===== config.mk =====
export PLATFORM = sky130hd
export DESIGN_NAME = reg_bank_wb
export DESIGN_NICKNAME = d
export VERILOG_FILES = /design/src/rtl/cpu_pkg.sv /design/src/rtl/reg_fwd_sel.sv /design/src/rtl/reg_bank_wb.sv
export SDC_FILE = /design/constraint.sdc
export NUM_CORES = 2
export LEC_CHECK = 0
export BUFFER_PORTS_ARGS = -buffer_cell sky130_fd_sc_hd__buf_2
export CORE_MARGIN = 2
export CORE_UTILIZATION = 57
export CTS_CLUSTER_SIZE = 40
export DETAILED_ROUTE_END_ITERATION = 8
export GPL_TIMING_DRIVEN = 0
export PLACE_DENSITY_LB_ADDON = 0.2
export SKIP_CTS_REPAIR_TIMING = 1
export SYNTH_ARGS = -nofsm -noshare
export SYNTH_HDL_FRONTEND = slang
export SYNTH_SLANG_ARGS = --single-unit

===== constraint.sdc =====
create_clock -name clk -period 4.3 [get_ports clk]
set_clock_uncertainty 0.2 [all_clocks]
set_input_delay 0.43 -clock clk [delete_from_list [all_inputs] [get_ports clk]]
set_output_delay 0.43 -clock clk [all_outputs]
set_load 0.03 [all_outputs]

===== src/rtl/cpu_pkg.sv =====
// Shared CPU datapath constants so the destination-select mux and the register
// bank agree on widths and special register indices.
package cpu_pkg;

   localparam int CPU_DATA_W = 32;
   localparam int CPU_ADDR_W = 5;
   localparam int CPU_NREGS  = 2 ** CPU_ADDR_W;

   localparam logic [CPU_ADDR_W-1:0] REG_ZERO = 5'd0;
   localparam logic [CPU_ADDR_W-1:0] REG_SP   = 5'd29;
   localparam logic [CPU_ADDR_W-1:0] REG_FP   = 5'd30;
   localparam logic [CPU_ADDR_W-1:0] REG_RA   = 5'd31;

   localparam logic [CPU_DATA_W-1:0] SP_RESET_DEFAULT = 32'd227;

endpackage


===== src/rtl/reg_fwd_sel.sv =====
// Per-port read value selector: index 0 reads as zero, and a same-cycle write
// to the requested index is forwarded ahead of the stale array value.
module reg_fwd_sel #(
   parameter int DATA_W = 32,
   parameter int ADDR_W = 5
) (
   input  logic [ADDR_W-1:0] rd_idx_i,
   input  logic [DATA_W-1:0] arr_val_i,
   input  logic              wr_en_i,
   input  logic [ADDR_W-1:0] wr_idx_i,
   input  logic [DATA_W-1:0] wr_data_i,
   output logic [DATA_W-1:0] val_o
);

   // Zero-index check comes first so forwarding can never leak a value into r0.
   always_comb begin
      val_o = arr_val_i;
      if (rd_idx_i == '0) begin
         val_o = '0;
      end else if (wr_en_i && (wr_idx_i == rd_idx_i)) begin
         val_o = wr_data_i;
      end
   end

endmodule


===== src/rtl/reg_bank_wb.sv =====
// 32-entry register bank with write-back port, two registered read latches
// feeding the A/B operand registers, and a saturating committed-write counter.
module reg_bank_wb
   import cpu_pkg::*;
#(
   parameter int                 DATA_W   = CPU_DATA_W,
   parameter int                 ADDR_W   = CPU_ADDR_W,
   parameter logic [DATA_W-1:0]  SP_RESET = DATA_W'(SP_RESET_DEFAULT)
) (
   input  logic              clk,
   input  logic              reset_n,
   input  logic              reg_write,
   input  logic [ADDR_W-1:0] write_reg,
   input  logic [DATA_W-1:0] write_data,
   input  logic [ADDR_W-1:0] read_reg1,
   input  logic [ADDR_W-1:0] read_reg2,
   input  logic              rd_en,
   output logic [DATA_W-1:0] read_data1,
   output logic [DATA_W-1:0] read_data2,
   output logic [7:0]        wr_count
);

   localparam int NREGS = 2 ** ADDR_W;

   logic [DATA_W-1:0] regs_q [NREGS];
   logic [DATA_W-1:0] rdData1_q, rdData1_d;
   logic [DATA_W-1:0] rdData2_q, rdData2_d;
   logic [7:0]        wrCount_q, wrCount_d;
   logic              wrCommit;

   assign wrCommit = reg_write && (write_reg != '0);

   reg_fwd_sel #(.DATA_W(DATA_W), .ADDR_W(ADDR_W)) u_sel1 (
      .rd_idx_i  (read_reg1),
      .arr_val_i (regs_q[read_reg1]),
      .wr_en_i   (wrCommit),
      .wr_idx_i  (write_reg),
      .wr_data_i (write_data),
      .val_o     (rdData1_d)
   );

   reg_fwd_sel #(.DATA_W(DATA_W), .ADDR_W(ADDR_W)) u_sel2 (
      .rd_idx_i  (read_reg2),
      .arr_val_i (regs_q[read_reg2]),
      .wr_en_i   (wrCommit),
      .wr_idx_i  (write_reg),
      .wr_data_i (write_data),
      .val_o     (rdData2_d)
   );

   always_comb begin
      wrCount_d = wrCount_q;
      if (wrCommit && (wrCount_q != 8'hFF)) begin
         wrCount_d = wrCount_q + 8'd1;
      end
   end

   // Entry 0 is never written, so it stays at its reset value of zero.
   always_ff @(posedge clk) begin
      if (!reset_n) begin
         for (int i = 0; i < NREGS; i++) begin
            regs_q[i] <= (i == int'(REG_SP)) ? SP_RESET : '0;
         end
      end else if (wrCommit) begin
         regs_q[write_reg] <= write_data;
      end
   end

   always_ff @(posedge clk) begin
      if (!reset_n) begin
         rdData1_q <= '0;
         rdData2_q <= '0;
         wrCount_q <= '0;
      end else begin
         wrCount_q <= wrCount_d;
         if (rd_en) begin
            rdData1_q <= rdData1_d;
            rdData2_q <= rdData2_d;
         end
      end
   end

   assign read_data1 = rdData1_q;
   assign read_data2 = rdData2_q;
   assign wr_count   = wrCount_q;

endmodule


## Word-level counts from Yosys, hierarchy flattened

Memories as Yosys holds them, arrays and structs flattened.
Cells that the tools add are included.

- Memories: 1
- Output and inout bits: 72
- Register bits: 72
- Input bits: 51
- Bits in latches: 0
- Bits in read-only memories: 0
- RAM bits: 1024

Memories:

| name | depth | width | rd ports | clocked after memory_dff | wr ports | RTL line | text |
|---|---|---|---|---|---|---|---|
| regs_q | 32 | 32 | 2 | 0 | 32 | reg_bank_wb.sv:25 | `logic [DATA_W-1:0] regs_q [NREGS];` |

- Bitwise gates (word level): 0
- Add/subtract/negate cells: 1
- Equality and inequality tests: 3
- Divide/modulo/power cells: 0
- $lt $le $gt $ge: 0
- Shifts and indexed selects: 0
- Muxes and demuxes: 11
- Reduce and logical (&&, ||, !) cells: 8
- Multiply operators: 0

Operators with widths:

| kind | number |
|---|---|
| $mux 32 | 5 |
| $reduce_or 32->1 | 1 |
| $eq 5x5->1 | 2 |
| $logic_not 5->1 | 2 |
| $add 8x1->8 const B | 1 |
| $ne 8x8->1 const B | 1 |
| $mux 1 | 5 |
| $mux 5 | 1 |
| $reduce_bool 5->1 | 1 |
| $logic_and 1x1->1 | 4 |

## Depth between registers and ports, before layout

- Depth after elaboration: 7
- Gate-level depth with buffers: 9

## Hierarchy

Synthesis repeated with hierarchy kept, for this count alone.

- Cells, all modules: 5041
- Area total of the unflattened synthesis: 59359.4 um^2

Modules (own cells, without submodules):

| module | instances | area an instance (um^2) | cells each |
|---|---|---|---|
| reg_bank_wb | 1 | 58068.2 | 4795 |
| reg_fwd_sel | 2 | 645.6 | 123 |

## Worst setup path after synthesis

No wires, ideal clock.

- Path type: in2reg
- From: input port write_reg[3]
- To: memory regs_q[24][0], enable pin
- Arrival time: 3706 ps
- Setup time: 466 ps
- Setup slack: -71 ps
- Cell stages on the path: 7
- Required time: 3634 ps
- Path through: buf_4 -> or3_4 -> buf_6 -> o21ai_4 -> or3_4 -> buf_2 -> o21ai_0

RTL lines:

| element | RTL line | text |
|---|---|---|
| start: declaration | reg_bank_wb.sv:13 | `input logic [ADDR_W-1:0] write_reg,` |
| end: declaration | reg_bank_wb.sv:25 |  |

## Worst setup path in the final report

- From: input port read_reg1[2]
- To: register rdData1_q[2] (netlist: read_data1[2])

- Cells in the longest elaborated chain, start to end: 4
- Elaborated cells on any way between the ends: 6
- Those cells by class: eq/ne (1); mux (2); reduce/logical (2); memory (1)

RTL lines:

| element | RTL line | text |
|---|---|---|
| start: declaration | reg_bank_wb.sv:15 | `input logic [ADDR_W-1:0] read_reg1,` |
| branches (longest 3 deep; another with $mem_v2 32x32) | - |  |
| $mux 32 * | reg_fwd_sel.sv:18 | `if (rd_idx_i == '0) begin` |
| end signal: assignment | reg_bank_wb.sv:77 | `rdData1_q <= rdData1_d;` |
| end: declaration | reg_bank_wb.sv:26 | `logic [DATA_W-1:0] rdData1_q, rdData1_d;` |

Every way passes the cells marked *.
A chain may end at the register's enable or synchronous reset.

==> key figures <==
Status
  – Status: finished with violations
  – Failing checks: max-capacitance violations, max-slew violations

Global route
  – Grt ovf: 0
  – GRT Util Overall: 0.4134
  – Vias in the first global route: 38396
  – Initial antenna violation count: 15
  – First-pass GRT wire length: 290000 um
  – Largest net degree at the start of global routing: 42

Power and ir drop
  – Sw Share: 0.2544
  – Sequential power share: 0.486
  – Combinational cell fraction of total power: 0.123
  – Static leakage: 0.02194 uW
  – Power, Total: 26030 uW
  – Net switching power figure: 6622 uW
  – Int Power: 19410 uW
  – Maximum vdd drop: 0.0003294 V
  – Power Density: 407.3 nW/um^2
  – Clk pwr share: 0.391

Floorplan
  – Die Y: 318.3 um
  – I/O pins: 123
  – Num rows: 115
  – Starting Density: 0.5736
  – Die area: 101300 sq um
  – Core ar.: 98130 sq um
  – Die X: 318.3 um

Synthesis
  – Seq cells post-synth: 1096
  – Ys async rst share: 0
  – Synth warnings: 0
  – Cell count after synthesis: 3666
  – Mean post-synth cell area: 15.35 sq um
  – Synthesized cell area: 56290 sq um
  – Top_reg_cell synth: edfxtp_1
  – Synth cell types: 49
  – Number of flops mapped to enable cells by yosys: 1024
  – Seq/Total Area, Yosys: 0.5719

Layout
  – Area grow syn2layout: 13.55%
  – Final core utilization: 0.6513
  – Layout cells sized above 1: 0.2341
  – Final nets: 4049
  – Post-route cell area: 63920 sq um

Setup path
  – Crit path kind: input pin to register
  – Nature of the critical path endpoint: register
  – CP max FO: 10
  – Critical Path Start Type: input pin
  – CP required: 4.69 ns
  – Worst Path Arrival: 4.36 ns

Clock network
  – CTS Buf Count: 115
  – Reg clk slew, reported paths: 0.06 ns
  – CTS tree: built
  – CTS sink cnt: 1096
  – H-Tree Level Count: 3
  – Clk root buf: clkbuf_16
  – Worst-Skew Late Latency: 0.73 ns
  – Bufs on Longest Clock Path: 3

Place
  – DP HPWL: 144800 um
  – Routability cong.: 0.9850
  – DP Area: 59790 sq um
  – IO buf count: 112

Routing
  – Routed len/inst: 38.88 um
  – Avg Vias per Cell: 7.271
  – DRT antenna net count: 0
  – Via count: 39188
  – Total Wirelength: 209600 um
  – DR iter-0 viols: 7237
  – Pre-Repair DR Iteration Count: 6
  – # DRC: 0

STA
  – Achievable Freq: 252.0 MHz
  – Final Hold Fails: 0
  – Unrepaired setup endpoints after global routing: no
  – Final Max Tran Viols: 24
  – Slew headroom: -0.06596
  – Crit path time final: 3.968 ns
  – Final period util: 0.9229
  – Final setup vio count: 0
  – Setup TNS: 0 ns
  – Slew @ Worst Pin: 1.599 ns
  – Worst hold slack: 0.03102 ns

Run
  – Total of max-cap violations: 3

Min path
  – Hold Crit Class: input pin to register
[critical path: stages]
cell	delay (ns)
clkbuf_1	0.31
clkbuf_1	1.05
buf_1	1.24
mux4_2	0.45
a22oi_1	0.48
a21oi_1	0.14
a211o_1	0.24
[flip-flops by register name, indices dropped and copies added, names as in the netlist]
| name | count |
|---|---|
| wr_count | 8 |
| read_data1 | 32 |
| read_data2 | 32 |
| regs_q | 1024 |
[path summary, 6_finish.rpt]
path / start / endpoint / slack (ns) / depth (start not counted)
setup reg to reg: regs_q[24][11] / read_data2[11] / 1.36 / 5
setup / recovery: read_reg1[2] / read_data1[2] / 0.33 / 7
hold reg to reg: read_data2[14] / read_data2[14] / 0.29 / 1
hold / removal: write_data[27] / read_data2[27] / 0.03 / 2
[final cells by class]
| cell class | instances | area (sq um) |
|---|---|---|
| clock inverter | 42 | 479.2 |
| clock buffer | 170 | 3297 |
| sequential | 1096 | 32190 |
| timing repair buffer | 183 | 1740 |
| antenna | 11 | 27.53 |
| multi-input combinational | 2194 | 22840 |
| inverter | 3 | 11.26 |
| buffer | 404 | 1719 |
| fill | 6955 | 34220 |
| tap | 1287 | 1610 |
[metal layers]
metal / vias to the layer above / global-route usage / wire (um)
met5: - / 0.0004728 / 133
met4: 20 / 0.2899 / 18120
met3: 878 / 0.1376 / 31550
met2: 3818 / 0.6114 / 92610
met1: 19485 / 0.5173 / 67160
li1: 14987 / - / -
[power groups by stage]
stage	Combinational, uW	Clock [uW]	Sequential (uW)
global route	3240	10500	12700
detailed placement	3060	0	12800
floorplan	1730	0	12800
CTS	3070	10100	12600
finish	3200	10200	12600
global placement	2890	0	12900
[layout by cell type (no fill, tap or decap), drive strengths merged, types with 9 or more instances in the layout]
master       count
a21oi           33
dlygate4sd3     31
clkinv          26
nor4            33
mux4           512
xnor2           12
o21ai           33
edfxtp        1024
a22oi          128
a22o            32
or3              9
nand2           40
and2           988
a221o           32
buf            239
a211oi          64
bufinv          10
diode           11
dfxtp           72
nor2b           66
a211o           32
o22a            32
nor2            46
o221ai          33
clkbuf         487
conb            32
[Yosys cell counts (33+ instances only)]
cell / number / share of area
nor2b_1: 66 / 0.0073
edfxtp_1: 1024 / 0.55
nor2_1: 43 / 0.0029
and2_1: 988 / 0.11
dfxtp_1: 72 / 0.026
a211oi_1: 64 / 0.0085
clkbuf_1: 317 / 0.021
buf_2: 53 / 0.0047
nand2_1: 40 / 0.0027
mux4_2: 512 / 0.20
a21oi_1: 33 / 0.0029
a22oi_1: 128 / 0.017
[per-stage QoR]
stage / worst slack (ns) / instances
2_1_floorplan: -0.07139 / 3697
3_3_place_gp: -3.869 / 5096
3_5_place_dp: -0.1579 / 5135
4_1_cts: 0.5469 / 5347
5_1_grt: 0.5209 / 5380
6_report: 0.3317 / 5390
[logic make-up after synthesis]
logic type | synth area share
adders and majority gates | 0.0002222
xor gates and xnor gates | 0.002489
and+or+nand+nor | 0.1310
buffers and inverters | 0.03065
DFF | 0.5719
other | 0.00006662
muxes | 0.2050
AOI/OAI and AO/OA | 0.05864
Note: power is estimated with default switching activity, not from simulation.
